--- src/rtl/uart_arb_pkg.sv ---
// uart_arb_pkg: shared types and defaults for the uart_tx arbiter.
// Optional macro UART_ARB_RR_EN selects round-robin arbitration.
package uart_arb_pkg;

  typedef enum logic [2:0] {
    IDLE,
    SEND,
    WAIT_HI,
    WAIT_LO,
    GAP,
    HOLD
  } arb_state_t;

  localparam int UART_ARB_GRANT_W   = 2;
  localparam int UART_ARB_BUSY_WAIT = 16;
  localparam int UART_ARB_IDLE_GAP  = 0;

endpackage

--- src/rtl/uart_arb_pick.sv ---
// uart_arb_pick: combinational winner select over the request vector.
// UART_ARB_RR_EN: search from ptr with wrap; else lowest index wins.
module uart_arb_pick
  import uart_arb_pkg::*;
#(
  parameter int NUM_REQ = 3
) (
  input  logic [NUM_REQ-1:0]          req,
  input  logic [UART_ARB_GRANT_W-1:0] ptr,
  output logic [UART_ARB_GRANT_W-1:0] win,
  output logic                        any
);

  assign any = |req;

`ifdef UART_ARB_RR_EN
  int   idx;
  logic found;

  always_comb begin
    win   = '0;
    found = 1'b0;
    idx   = 0;
    for (int k = 0; k < NUM_REQ; k++) begin
      idx = (int'(ptr) + k) % NUM_REQ;
      if (!found && req[idx]) begin
        win   = UART_ARB_GRANT_W'(idx);
        found = 1'b1;
      end
    end
  end
`else
  logic ptr_unused;
  assign ptr_unused = ^ptr;

  always_comb begin
    win = '0;
    for (int k = NUM_REQ - 1; k >= 0; k--) begin
      if (req[k]) win = UART_ARB_GRANT_W'(k);
    end
  end
`endif

endmodule

--- src/rtl/uart_tx_arbiter.sv ---
// uart_tx_arbiter: shares one uart_tx among requesters, packet at a time.
// Macro UART_ARB_RR_EN enables round-robin; default is fixed priority.
module uart_tx_arbiter
  import uart_arb_pkg::*;
#(
  parameter int NUM_REQ   = 3,
  parameter int BUSY_WAIT = UART_ARB_BUSY_WAIT,
  parameter int IDLE_GAP  = UART_ARB_IDLE_GAP
) (
  input  logic                 clk,
  input  logic                 rst_n,
  input  logic [NUM_REQ-1:0]   req_valid,
  input  logic [NUM_REQ*8-1:0] req_data,
  input  logic [NUM_REQ-1:0]   req_last,
  output logic [NUM_REQ-1:0]   req_ready,
  output logic                 tx_start,
  output logic [7:0]           tx_data,
  input  logic                 tx_busy,
  output logic [1:0]           grant_id,
  output logic                 arb_busy,
  output logic                 timeout_err
);

  localparam int GW = UART_ARB_GRANT_W;
  localparam int CW = $clog2(BUSY_WAIT + 1);
  localparam logic [CW-1:0] BW_LAST  = CW'(BUSY_WAIT - 1);
  localparam logic [7:0]    GAP_LAST = 8'(IDLE_GAP - 1);

  arb_state_t    state, nxt;
  logic [GW-1:0] owner, win, ptr, sel;
  logic          any, last_f, res, to_hit;
  logic [CW-1:0] cnt;
  logic [7:0]    gcnt;
  logic [3:0]    v4, l4;
  logic [7:0]    dat [4];

  assign v4 = 4'(req_valid);
  assign l4 = 4'(req_last);

  for (genvar i = 0; i < 4; i++) begin : g_dat
    if (i < NUM_REQ) begin : g_on
      assign dat[i] = req_data[8*i +: 8];
    end else begin : g_off
      assign dat[i] = '0;
    end
  end

`ifdef UART_ARB_RR_EN
  logic [GW-1:0] rr_ptr;
  assign ptr = rr_ptr;
`else
  assign ptr = '0;
`endif

  uart_arb_pick #(
    .NUM_REQ(NUM_REQ)
  ) u_pick (
    .req(req_valid),
    .ptr(ptr),
    .win(win),
    .any(any)
  );

  // the byte is captured on entry to SEND so it is valid with tx_start
  assign sel      = (state == IDLE) ? win : owner;
  assign tx_start = (state == SEND);
  assign grant_id = owner;
  assign to_hit   = (state == WAIT_HI) && !tx_busy
                    && (cnt == BW_LAST);
  assign timeout_err = to_hit;

  always_comb begin
    for (int i = 0; i < NUM_REQ; i++) begin
      req_ready[i] = (state == SEND) && (owner == GW'(i));
    end
  end

  always_comb begin
    nxt = state;
    res = 1'b0;
    unique case (state)
      IDLE:    if (any && !tx_busy) nxt = SEND;
      SEND:    nxt = WAIT_HI;
      WAIT_HI: if (tx_busy || cnt == BW_LAST) nxt = WAIT_LO;
      WAIT_LO: begin
        if (!tx_busy) begin
          if (IDLE_GAP > 0) nxt = GAP;
          else              res = 1'b1;
        end
      end
      GAP:     if (gcnt == GAP_LAST) res = 1'b1;
      HOLD:    if (v4[owner]) nxt = SEND;
      default: nxt = IDLE;
    endcase
    if (res) begin
      if (last_f)         nxt = IDLE;
      else if (v4[owner]) nxt = SEND;
      else                nxt = HOLD;
    end
  end

  always_ff @(posedge clk or negedge rst_n) begin
    if (!rst_n) begin
      state    <= IDLE;
      owner    <= '0;
      arb_busy <= 1'b0;
      last_f   <= 1'b0;
      tx_data  <= '0;
      cnt      <= '0;
      gcnt     <= '0;
`ifdef UART_ARB_RR_EN
      rr_ptr   <= '0;
`endif
    end else begin
      state <= nxt;
      if (state == IDLE && nxt == SEND) begin
        owner    <= win;
        arb_busy <= 1'b1;
      end
      if (nxt == SEND) tx_data <= dat[sel];
      if (state == SEND) begin
        last_f <= l4[owner];
        cnt    <= '0;
      end
      if (state == WAIT_HI) cnt <= cnt + 1'b1;
      if (state == WAIT_LO) gcnt <= '0;
      if (state == GAP) gcnt <= gcnt + 8'd1;
      if (res && last_f) begin
        owner    <= '0;
        arb_busy <= 1'b0;
`ifdef UART_ARB_RR_EN
        rr_ptr <= (owner == GW'(NUM_REQ - 1))
                  ? '0 : owner + 1'b1;
`endif
      end
    end
  end

endmodule

--- config.mk ---
export PLATFORM = sky130hd
export DESIGN_NAME = uart_tx_arbiter
export DESIGN_NICKNAME = d
export VERILOG_FILES = /design/src/rtl/uart_arb_pkg.sv /design/src/rtl/uart_arb_pick.sv /design/src/rtl/uart_tx_arbiter.sv
export SDC_FILE = /design/constraint.sdc
export NUM_CORES = 1
export LEC_CHECK = 0
export ABC_AREA = 1
export CORE_MARGIN = 5
export CORE_UTILIZATION = 30
export DETAILED_ROUTE_END_ITERATION = 6
export GPL_TIMING_DRIVEN = 0
export PLACE_DENSITY = 0.55
export RECOVER_POWER = 25
export SYNTH_ARGS = -nofsm -noshare
export SYNTH_HDL_FRONTEND = slang
export SYNTH_HIERARCHICAL = 1
export SYNTH_SLANG_ARGS = --single-unit
--- constraint.sdc ---
create_clock -name clk -period 2.8 [get_ports clk]
set_input_delay 0.56 -clock clk [delete_from_list [all_inputs] [get_ports clk]]
set_output_delay 0.56 -clock clk [all_outputs]
set_load 0.02 [all_outputs]
* Word-level counts from Yosys, hierarchy flattened
Index checks and enable logic that the tools add are counted.
Storage, ports and cells: memory bits (writable) 0, ROM bits 0, latch bits 0, memories 0, register bits after elaboration 28
Operators by class: $lt $le $gt $ge 2, bitwise operators 1, equal/unequal tests 10, shift operators 0, reductions and logical operators 17, $add $sub $neg 2, divide/modulo/power cells 0, multiplexer cells 29, multiply operators 0
Operator list (count):
- $mux W8 | 4
- $mux W3 | 6
- $bmux W8 S2 | 1
- $pmux W3 S5 | 1
- $mux W2 | 6
- $mux W5 | 2
- $add A8 B1 Y8 const B | 1
- $eq A8 B8 Y1 const B | 1
- $logic_and A1 B1 Y1 | 8
- $eq A3 B1 Y1 const B | 2
- $eq A3 B2 Y1 const B | 2
- $eq A3 B3 Y1 const B | 2
- $mux W1 | 6
- $reduce_bool A2 Y1 | 3
- $add A5 B1 Y5 const B | 1
- $eq A5 B4 Y1 const B | 1
- $bmux W1 S2 | 2
- $ge A3 B3 Y1 const B | 1
- $logic_not A3 Y1 | 1
- $lt A2 B3 Y1 const B | 1
- $not A2 Y3 | 1
- $reduce_or A3 Y1 | 1
- $eq A2 B1 Y1 const B | 1
- $eq A2 B2 Y1 const B | 1
- 5 further kinds | 5

* Depth between registers and ports, before layout
depth in word-level cells 9, depth in mapped cells 14

* Cells and area by module
Netlist, hierarchy kept.
Modules (own cells, without submodules):
- uart_tx_arbiter | cells each 219, instances 1, area an instance 1676.6 um^2
- uart_arb_pick | cells each 7, instances 1, area an instance 31.3 um^2

* Worst setup path before layout
OpenSTA, ideal clock, no wires.
path type reg2out, from register state[0], to output req_ready[0], stages on the path, launching flop included 5, buffers on the path 0, data arrival time 1.740 ns, path slack 0.500 ns, cells stage by stage dfrtp_1 inv_1 nor3_1 inv_2 nor3_1
On the way: longest elaborated chain between the ends 2
RTL lines:
- start, declared | line uart_tx_arbiter.sv:29 | arb_state_t state, nxt;
- start signal, assigned | line uart_tx_arbiter.sv:115 | state <= nxt;
- $eq A3 B1 Y1
- via tx_start | line uart_tx_arbiter.sv:16 | output logic tx_start,
- $logic_and A1 B1 Y1 | line uart_tx_arbiter.sv:74 | req_ready[i] = (state == SEND) && (owner == GW'(i));
- end, declared | line uart_tx_arbiter.sv:15 | output logic [NUM_REQ-1:0] req_ready,
The timed path passes the listed nets, and every way through them passes these cells.

* Worst setup path after layout
from register cnt[0], to output timeout_err
On the way: longest elaborated chain between the ends 2
RTL lines:
- start, declared | line uart_tx_arbiter.sv:32 | logic [CW-1:0] cnt;
- start signal, assigned | line uart_tx_arbiter.sv:125 | if (state == WAIT_HI) cnt <= cnt + 1'b1;
- $eq A5 B4 Y1 | line uart_tx_arbiter.sv:69 | && (cnt == BW_LAST);
- $logic_and A1 B1 Y1 | line uart_tx_arbiter.sv:69
- end, declared | line uart_tx_arbiter.sv:21 | output logic timeout_err
No other way between the ends.

==> reports/results.txt <==
Final worst path period share: 92.6%
Met2 track utilization from global routing: 19.1%
Overall via count from detail_route: 1,587
Required time worst endpoint: 2.24 ns
ANT nets after route: 0
Post-route worst setup slack: 0.208 ns
Setup violators final: 0
Layout cell share with drive strength beyond 1: 10.1%
Starting density of the core: 30.9%
Clock transition at the registers of the reported paths: 0.10 ns
Vias in the first global route: 1,606
Netlist area before placement: 1700 µm²
Hold violation total from the final report: 0
Met3 GRT Util: 3.98%
Number of antenna violations at the first check in global routing: 0
Worst-path cell chain: ha_1 > nand2_1 > nor2_1 > ha_1 > inv_1 > nor3_1 > clkdlybuf4s50_1
Clk sink count: 28
Fraction of met1 tracks used by global routing: 14.5%
Class of the tightest hold or removal check: flip-flop to flip-flop
Clock tree from TritonCTS: built
Starting DRT DRC Count: 54
Kind of launch point of the worst setup path: flip-flop
Kind of capture point of the worst setup path: output port
Worst path most repeated cell: ha_1
Num ports: 49
WP data arrival: 2.03 ns
Core region area: 5510 µm²
Total DRC errors in the routed layout: 0
Leakage power of the design: 1.07 nW
Highest Clock Rate: 0.386 GHz
Global Route Usage Sum: 11.5%
Total die area: 7290 µm²
Final setup skew: 0.00728 ns
Routed len/inst: 11.3 µm
Sum of internal, switching and leakage power: 2.23 mW
Critical path type: flip-flop to output port
Worst slack, placed: 0.333 ns
PwrDens: 956 nW/µm²
Minimum hold slack: 0.481 ns
Synth Net Count: 261
Total Nets Final: 314
Buffers inserted during post-CTS setup optimization: 0
Standard cell with the maximum stage delay on the critical path: clkdlybuf4s50_1
Unrepaired setup endpoints after global routing: false
Mapped Cells: 225
Routed Wire Length: 3950 µm
Pre-Repair DR Iteration Count: 4
Layout overhead on the synthesized area: 36.9%
Peak VDD IR: 0.000518 V
Outcome: complete, but fails checks
Leftover overflow at the end of global routing: 0
Clock buffer count from CTS: 3
Final total negative setup slack: 0 ns
Number of max-cap violations: 1
Worst Path Max Fanout: 4
Worst Tran Pin Value: 1.52 ns
Max-slew violation count: 29
Tmin final: 2.59 ns
Post-detailed-placement half-perimeter wirelength: 3200 µm
Cell type group with the largest total delay on the critical path: buffers and inverters
Synthesized area per cell: 7.57 µm²
Count of port buffers added during placement: 48
Final non-filler cell area: 2330 µm²
Busiest grt layer: met2
Via-per-instance ratio: 4.55
Clock Tree Root: clkbuf_8
Final weighted congestion in routability-driven placement: 0.773
Pin count of the biggest net entering global routing: 29
Number of placement rows: 27
Die width: 85.4 µm
Post-placement cell area: 2270 µm²
Synth warnings: 6
H-tree levels: 1
Clock latency at the later pin of the worst-skew pair: 0.27 ns
Tightest slew margin relative to the limit: -1.42%
Diodes inserted: 0
Slowest Stage Delay on Critical Path: 0.63 ns
Vert. Die Dim: 85.4 µm
Number of buffer and inverter instances along the worst setup path: 2
Reg2Reg Setup Slack: 0.98 ns
Wire length of the first global-routing pass: 7030 µm
Maximum root-to-sink buffer count: 2
Violated checks: max-capacitance violations, max-slew violations
-- metal layers --
metal / vias up / routed length (µm)
met2: 31 / 1760
met1: 716 / 1870
met4: 0 / 11
met3: 2 / 301
met5: - / 0
li1: 838 / -
-- registers in the layout, summed over array words and instances, names as in the netlist --
register / flops
grant_id: 2
last_f: 1
tx_data: 8
state: 3
gcnt: 8
arb_busy: 1
cnt: 5
-- what timing repair did --
| item | CTS | global route |
|---|---|---|
| resized for setup | 0 | 3 |
| hold buffers | 0 | 0 |
| endpoints found under the setup margin | 0 | 3 |
-- placed cells by master, fill, tap and decap left out, drive strengths merged --
master and instances:
dfrtp 28, nand4 1, nand2 58, a22oi 2, o21a 2, a32o 2
inv 34, a21oi 7, clkbuf 5, a31oi 2, or2 2, nor3 7
clkdlybuf4s50 45, o21ai 19, nand3 14, o22ai 3, ha 3, xor2 1
and2 1, o21bai 9, dlymetal6s2s 2, nor2 28, a22o 2
-- worst paths after layout --
kind,startpoint,end,cells past startpoint
worst max-delay path,cnt[0],timeout_err,7
max in group asynchronous,rst_n,gcnt[1],1
worst max register to register,cnt[0],tx_data[1],14
min in group asynchronous,rst_n,cnt[2],1
worst min register to register,gcnt[3],gcnt[3],1
worst min-delay path,gcnt[3],gcnt[3],1
-- stage by stage --
| step | utilization (%) | instances |
|---|---|---|
| 2_1_floorplan | - | 225 |
| 3_5_place_dp | 41.3 | 345 |
| 6_report | 42.4 | 349 |
| 5_1_grt | 42.4 | 349 |
| 4_1_cts | 42.3 | 349 |
| 3_3_place_gp | 41.3 | 345 |
-- layout make-up --
class / instances / area, µm²
Inverter: 34 / 128
Multi-Input combinational cell: 163 / 881
Tap cell: 72 / 90.1
Sequential cell: 28 / 701
Clock buffer: 4 / 55.1
Timing Repair Buffer: 48 / 479
Fill cell: 580 / 3170
-- worst register-to-register path: cells and delay by family (launching register included) --
| kind | cells | cell delay [ns] |
|---|---|---|
| buffers and inverters | 1 | 0.05 |
| adder cells (fa/ha/maj) | 2 | 0.32 |
| AND/OR/NAND/NOR | 11 | 0.99 |
| flip-flops | 1 | 0.40 |
-- report_power, final --
group / internal (mW) / switching, mW
Sequential: 0.542 / 0.117
Clock: 0.126 / 0.129
Combinational: 0.524 / 0.794
Total: 1.19 / 1.04
Power figures use the tool's default switching activity.
